### config.mk
export PLATFORM = sky130hd
export DESIGN_NAME = aq_fadd_norm_shift_pipe
export DESIGN_NICKNAME = d
export VERILOG_FILES = /design/src/rtl/aq_fadd_norm_shift_pipe.sv
export SDC_FILE = /design/constraint.sdc
export NUM_CORES = 1
export LEC_CHECK = 0
export CORE_UTILIZATION = 25
export DETAILED_ROUTE_END_ITERATION = 10
export DONT_BUFFER_PORTS = 1
export GPL_TIMING_DRIVEN = 0
export PLACE_DENSITY = 0.43
export SYNTH_ARGS = -nofsm -noshare
export SYNTH_HDL_FRONTEND = slang
export SYNTH_SLANG_ARGS = --single-unit
export TNS_END_PERCENT = 1
### constraint.sdc
create_clock -name forever_cpuclk -period 4.2 [get_ports forever_cpuclk]
set_input_delay 0.21 -clock forever_cpuclk [delete_from_list [all_inputs] [get_ports forever_cpuclk]]
set_output_delay 0.21 -clock forever_cpuclk [all_outputs]
set_load 0.005 [all_outputs]
### src/rtl/aq_fadd_norm_shift_pipe.sv
// FADD normalisation shifter: two-stage valid/ready pipeline.
// S1 selects the shift count, S2 shifts and adjusts the exponent.
module aq_fadd_norm_shift_pipe #(
  parameter int WIDTH    = 28,
  parameter int CNT_W    = 5,
  parameter int EXP_W    = 10,
  parameter bit CLAMP_EN = 1'b1
) (
  input  logic             forever_cpuclk,
  input  logic             cpurst,
  input  logic             in_vld,
  output logic             in_rdy,
  input  logic [WIDTH-1:0] in_data,
  input  logic [EXP_W-1:0] in_exp,
  input  logic             in_mode_lzc,
  input  logic [CNT_W-1:0] in_cnt,
  output logic             out_vld,
  input  logic             out_rdy,
  output logic [WIDTH-1:0] out_data,
  output logic [EXP_W-1:0] out_exp,
  output logic [CNT_W-1:0] out_cnt,
  output logic             out_zero,
  output logic             out_uflow
);

  localparam int CMP_W = (EXP_W > CNT_W) ? EXP_W : CNT_W;

  typedef struct packed {
    logic [WIDTH-1:0] data;
    logic [EXP_W-1:0] exp;
    logic [CNT_W-1:0] cnt;
  } s1_t;

  typedef struct packed {
    logic [WIDTH-1:0] data;
    logic [EXP_W-1:0] exp;
    logic [CNT_W-1:0] cnt;
    logic             zero;
    logic             uflow;
  } s2_t;

  // Highest set bit wins; all-zero input reports WIDTH.
  function automatic logic [CNT_W-1:0] lzc(
    input logic [WIDTH-1:0] d
  );
    logic [CNT_W-1:0] n;
    n = CNT_W'(WIDTH);
    for (int i = 0; i < WIDTH; i++) begin
      if (d[i]) n = CNT_W'(WIDTH - 1 - i);
    end
    return n;
  endfunction

  logic             s1_vld;
  logic             s2_vld;
  logic             s2_adv;
  s1_t              s1_q;
  s1_t              s1_d;
  s2_t              s2_q;
  s2_t              s2_d;
  logic [CMP_W-1:0] req_w;
  logic [CMP_W-1:0] exp_w;
  logic             uflow;
  logic [CNT_W-1:0] applied;
  logic [WIDTH-1:0] shifted;

  assign s2_adv = !s2_vld || out_rdy;
  assign in_rdy = !s1_vld || s2_adv;

  always_comb begin
    s1_d.data = in_data;
    s1_d.exp  = in_exp;
    unique case (1'b1)
      in_mode_lzc: s1_d.cnt = lzc(in_data);
      default:     s1_d.cnt = in_cnt;
    endcase
  end

  // Clamped shift never exceeds the exponent, so exp fits in CNT_W then.
  always_comb begin
    req_w   = CMP_W'(s1_q.cnt);
    exp_w   = CMP_W'(s1_q.exp);
    uflow   = req_w > exp_w;
    applied = (CLAMP_EN && uflow) ? CNT_W'(s1_q.exp) : s1_q.cnt;
    shifted = (int'(applied) >= WIDTH) ? '0 : (s1_q.data << applied);
  end

  always_comb begin
    s2_d.data  = shifted;
    s2_d.exp   = s1_q.exp - EXP_W'(applied);
    s2_d.cnt   = applied;
    s2_d.zero  = ~|shifted;
    s2_d.uflow = uflow;
  end

  always_ff @(posedge forever_cpuclk) begin
    if (cpurst) begin
      s1_vld <= 1'b0;
      s2_vld <= 1'b0;
      s1_q   <= '0;
      s2_q   <= '0;
    end else begin
      if (in_rdy) begin
        s1_vld <= in_vld;
        if (in_vld) s1_q <= s1_d;
      end
      if (s2_adv) begin
        s2_vld <= s1_vld;
        if (s1_vld) s2_q <= s2_d;
      end
    end
  end

  assign out_vld   = s2_vld;
  assign out_data  = s2_q.data;
  assign out_exp   = s2_q.exp;
  assign out_cnt   = s2_q.cnt;
  assign out_zero  = s2_q.zero;
  assign out_uflow = s2_q.uflow;

endmodule

==> summary.log <==
INFO  outcome        run_status=finished, final reports clean
INFO  routing        drt_drc_violations_left=0
INFO  min_path       hp-class=primary input to flop
INFO  clocking       cts.sinks=90
INFO  power          vdd_drop_max=172µV
INFO  final_layout   final_cell_mix=131 x nand2_1, 89 x dfxtp_1, 77 x a21oi_1
INFO  floorplan      fp.dieH=150µm
INFO  routing        dr_total_vias=5238
INFO  placement      place.gp.congestion=0.851
INFO  yosys          synth.mux.area_fraction=12.2%
INFO  global_route   globalRouteOverflowTotal=0
INFO  worst_setup_path regToRegStartpoint=exp_w[1]
INFO  worst_setup_path cp_data_arrival_time=4.27ns
INFO  routing        route.detailed.wl_per_inst=18.6µm
INFO  power          power.density_cell_area=385mW/mm²
INFO  timing         tightestPinTransition=0.700ns
INFO  global_route   grt_first_pass_wirelength=29800µm
INFO  timing         slew_violations=0
INFO  yosys          synthAdderAreaFrac=2.65%
INFO  worst_setup_path cp_max_fo=10
INFO  yosys          synth_seq_cells=90
INFO  clocking       cts-root-to-sink-buffers=2
INFO  yosys          yosysWarningCount=0
INFO  power          design_power_total=2.51mW
INFO  yosys          number_of_synthesized_flops_with_an_enable_pin=0
INFO  global_route   grt_start_max_net_pins=16
INFO  worst_setup_path critical_path.startpoint_type=flop
INFO  power          leakagePower=2.49nW
INFO  yosys          synthDistinctLibCells=66
INFO  yosys          combinational_family_with_the_most_area_after_synthesis=compound AO/OA/AOI/OAI gates
INFO  yosys          synth_ff_type=dfxtp_1
INFO  clocking       htree_levels=3
INFO  final_layout   n_antenna_cell=0
INFO  placement      i_o_buffers=0
INFO  routing        viasPerCell=5.10
INFO  final_layout   ratio_of_cells_with_drive_above_1_in_the_final_layout=9.03%
INFO  yosys          synth_fp_nets=760
INFO  routing        remaining_number_of_nets_flagged_by_the_antenna_check_after_routing=0
INFO  global_route   grt_use_total=17.6%
INFO  worst_setup_path endpoint=out_zero
INFO  final_layout   final_common_cell=nand2_1
INFO  yosys          postSynth.asyncResetShare=0%
INFO  clocking       clk_transition_reported_paths=0.07ns
INFO  timing         hold_slack=0.0174ns
INFO  timing         timing.final.crit_share=95.4%
INFO  clocking       clock-root-buffer=clkbuf_16
INFO  worst_setup_path critical_path.startpoint=exp_w[1]
INFO  timing         grt_setup_unrepaired=true
INFO  final_layout   layout-area-overhead-vs-synth=19.3%
INFO  timing         report.final.setup_viol=0
INFO  clocking       clk-insertion-delay-late=0.35ns
INFO  worst_setup_path regToRegSetupSlack=0.19ns
INFO  worst_setup_path worst_r2r_path_depth=14
INFO  routing        initialDrtViolationCount=291
INFO  worst_setup_path rr_endpoint=out_zero
INFO  yosys          syn-instance-count=701
INFO  floorplan      floorplan.die.width=150µm
INFO  yosys          synth.cell_area=0.00547mm²
INFO  timing         fin_setup_tns=0ns
INFO  yosys          ys_seq_area_share=33.0%
INFO  worst_setup_path endpoint_kind_of_the_worst_setup_timing_path=flop
INFO  final_layout   utilization_of_the_core_after_routing=30.7%
INFO  timing         max_freq=0.249GHz
INFO  min_path       min_delay_path_depth=2
INFO  timing         final-hold-violation-count=0
INFO  worst_setup_path timing.setup.critical_path_class=flop to flop
INFO  clocking       cts_tree=done
INFO  yosys          synth_xor_xnor_area_share=1.28%
INFO  global_route   grt_pass1_vias=5116
INFO  yosys          synth_simple_gate_area_share=21.1%
INFO  yosys          synth_largest_area_cell=dfxtp_1
INFO  timing         period_needed=4.01ns
INFO  yosys          synth.avg_cell_area=7.80µm²
INFO  floorplan      fp-row-count=53
INFO  final_layout   design.final.nets=808
INFO  floorplan      core-area=0.0212mm²
INFO  run            drv_cap=0
INFO  placement      place.detailed.hpwl=15100µm
INFO  yosys          top_area_cells_in_the_synthesized_netlist=dfxtp_1 33%, mux2i_1 9.7%, nand2_1 9.0%
INFO  floorplan      start_util=25.8%
INFO  timing         timing.max_slew.rel_slack=53.3%
INFO  routing        total_length_of_routed_wires=19100µm
INFO  routing        tritonroute_pass_1_iters=4
INFO  floorplan      dieArea=0.0225mm²
INFO  timing         clock_skew=0.00844ns
INFO  worst_setup_path crit_required=4.46ns
INFO  yosys          synth_compound_gate_area_share=23.5%
INFO  global_route   initial_antenna_violation_count=0
INFO  floorplan      top_level_ports=95
INFO  yosys          post-synth-top-area-fraction=33.0%
INFO  clocking       cts_inserted_buffers=9
report_power, final:
part	switching [mW]	internal (mW)
Combinational	0.435	0.298
Clock	0.356	0.459
Sequential	0.0575	0.906
Total	0.848	1.66
final cells by class:
class | count | area [µm²]
Fill cell | 2333 | 14700
Multi-Input combinational cell | 541 | 3360
Sequential cell | 90 | 1810
Timing Repair Buffer | 37 | 355
Tap cell | 275 | 344
Buffer | 49 | 279
Clock buffer | 9 | 225
Inverter | 21 | 86.3
Clock inverter | 6 | 66.3
layer usage:
metal	routed length (µm)	up-vias	track usage (%)
met5	0	-	0
met4	366	0	6.26
met3	1030	23	3.93
met2	8090	155	25.8
met1	9620	2442	25.0
li1	-	2618	-
metrics by stage:
step                      instances  setup WS (ns)  cell area (µm²)
after floorplan                 701          0.564             5470
after global placement          976         -0.143             5810
after detailed placement        976         -0.157             5810
after CTS                      1023         0.0702             6430
after global routing           1028        -0.0242             6520
final                          1028          0.192             6520
cells by family (layout without fill, tap and decap cells):
family,count (synthesis),count (layout)
compound gates,191,191
xor+xnor,8,8
fa+ha+maj,11,11
buf+inv,70,122
flops,90,90
mux,62,62
simple gates,269,269
sequential cells by signal, indices dropped and copies added, names as in the netlist:
signal	flops
out_zero	1
out_vld	1
out_cnt	5
req_w	5
out_data	28
out_exp	10
out_uflow	1
s1_vld	1
s1_q	28
exp_w	10
how the worst min path moves through the flow:
stage / start / end / slack [ns]
finish: in_data[10] / s1_q[25] / 0.02
detailed placement: in_vld / s1_vld / 0.34
global route: in_data[14] / s1_q[29] / 0.009
floorplan: in_vld / s1_vld / 0.33
CTS: in_data[14] / s1_q[29] / 0.005
global placement: in_vld / s1_vld / 0.34
synthesized netlist by cell type, types with 6 or more instances:
| library cell | number |
|---|---|
| nand2_1 | 131 |
| dfxtp_1 | 90 |
| a21oi_1 | 77 |
| nor2_1 | 70 |
| mux2i_1 | 53 |
| a211oi_1 | 30 |
| clkbuf_1 | 26 |
| nor3_1 | 26 |
| inv_1 | 18 |
| a22oi_1 | 13 |
| nand3_1 | 11 |
| ha_1 | 10 |
| o21ai_0 | 10 |
| buf_6 | 9 |
| o22ai_1 | 9 |
| buf_1 | 7 |
| nor2b_1 | 7 |
| nor4_1 | 7 |
| a2111oi_0 | 6 |
| mux2_2 | 6 |
worst max-delay path, stage by stage, from the launching register on:
cell       delay (ns)
dfxtp_4          0.38
inv_1            0.11
ha_1             0.30
nor2b_1          0.16
o31ai_4          0.26
a211o_1          0.17
buf_6            0.15
mux2i_4          0.35
buf_8            0.21
mux2i_1          0.29
mux2i_1          0.17
a2111oi_0        0.47
o22ai_1          0.22
or3_1            0.35
o41ai_2          0.31
what timing repair did:
action | CTS | global route
hold endpoints to repair | 31 | 0
resized for setup | 4 | 13
pin swaps | 0 | 2
endpoints found under the setup margin | 3 | 5
hold buffers | 31 | 0
buffers inserted | 1 | 5
Note: power is estimated with default switching activity, not from simulation.
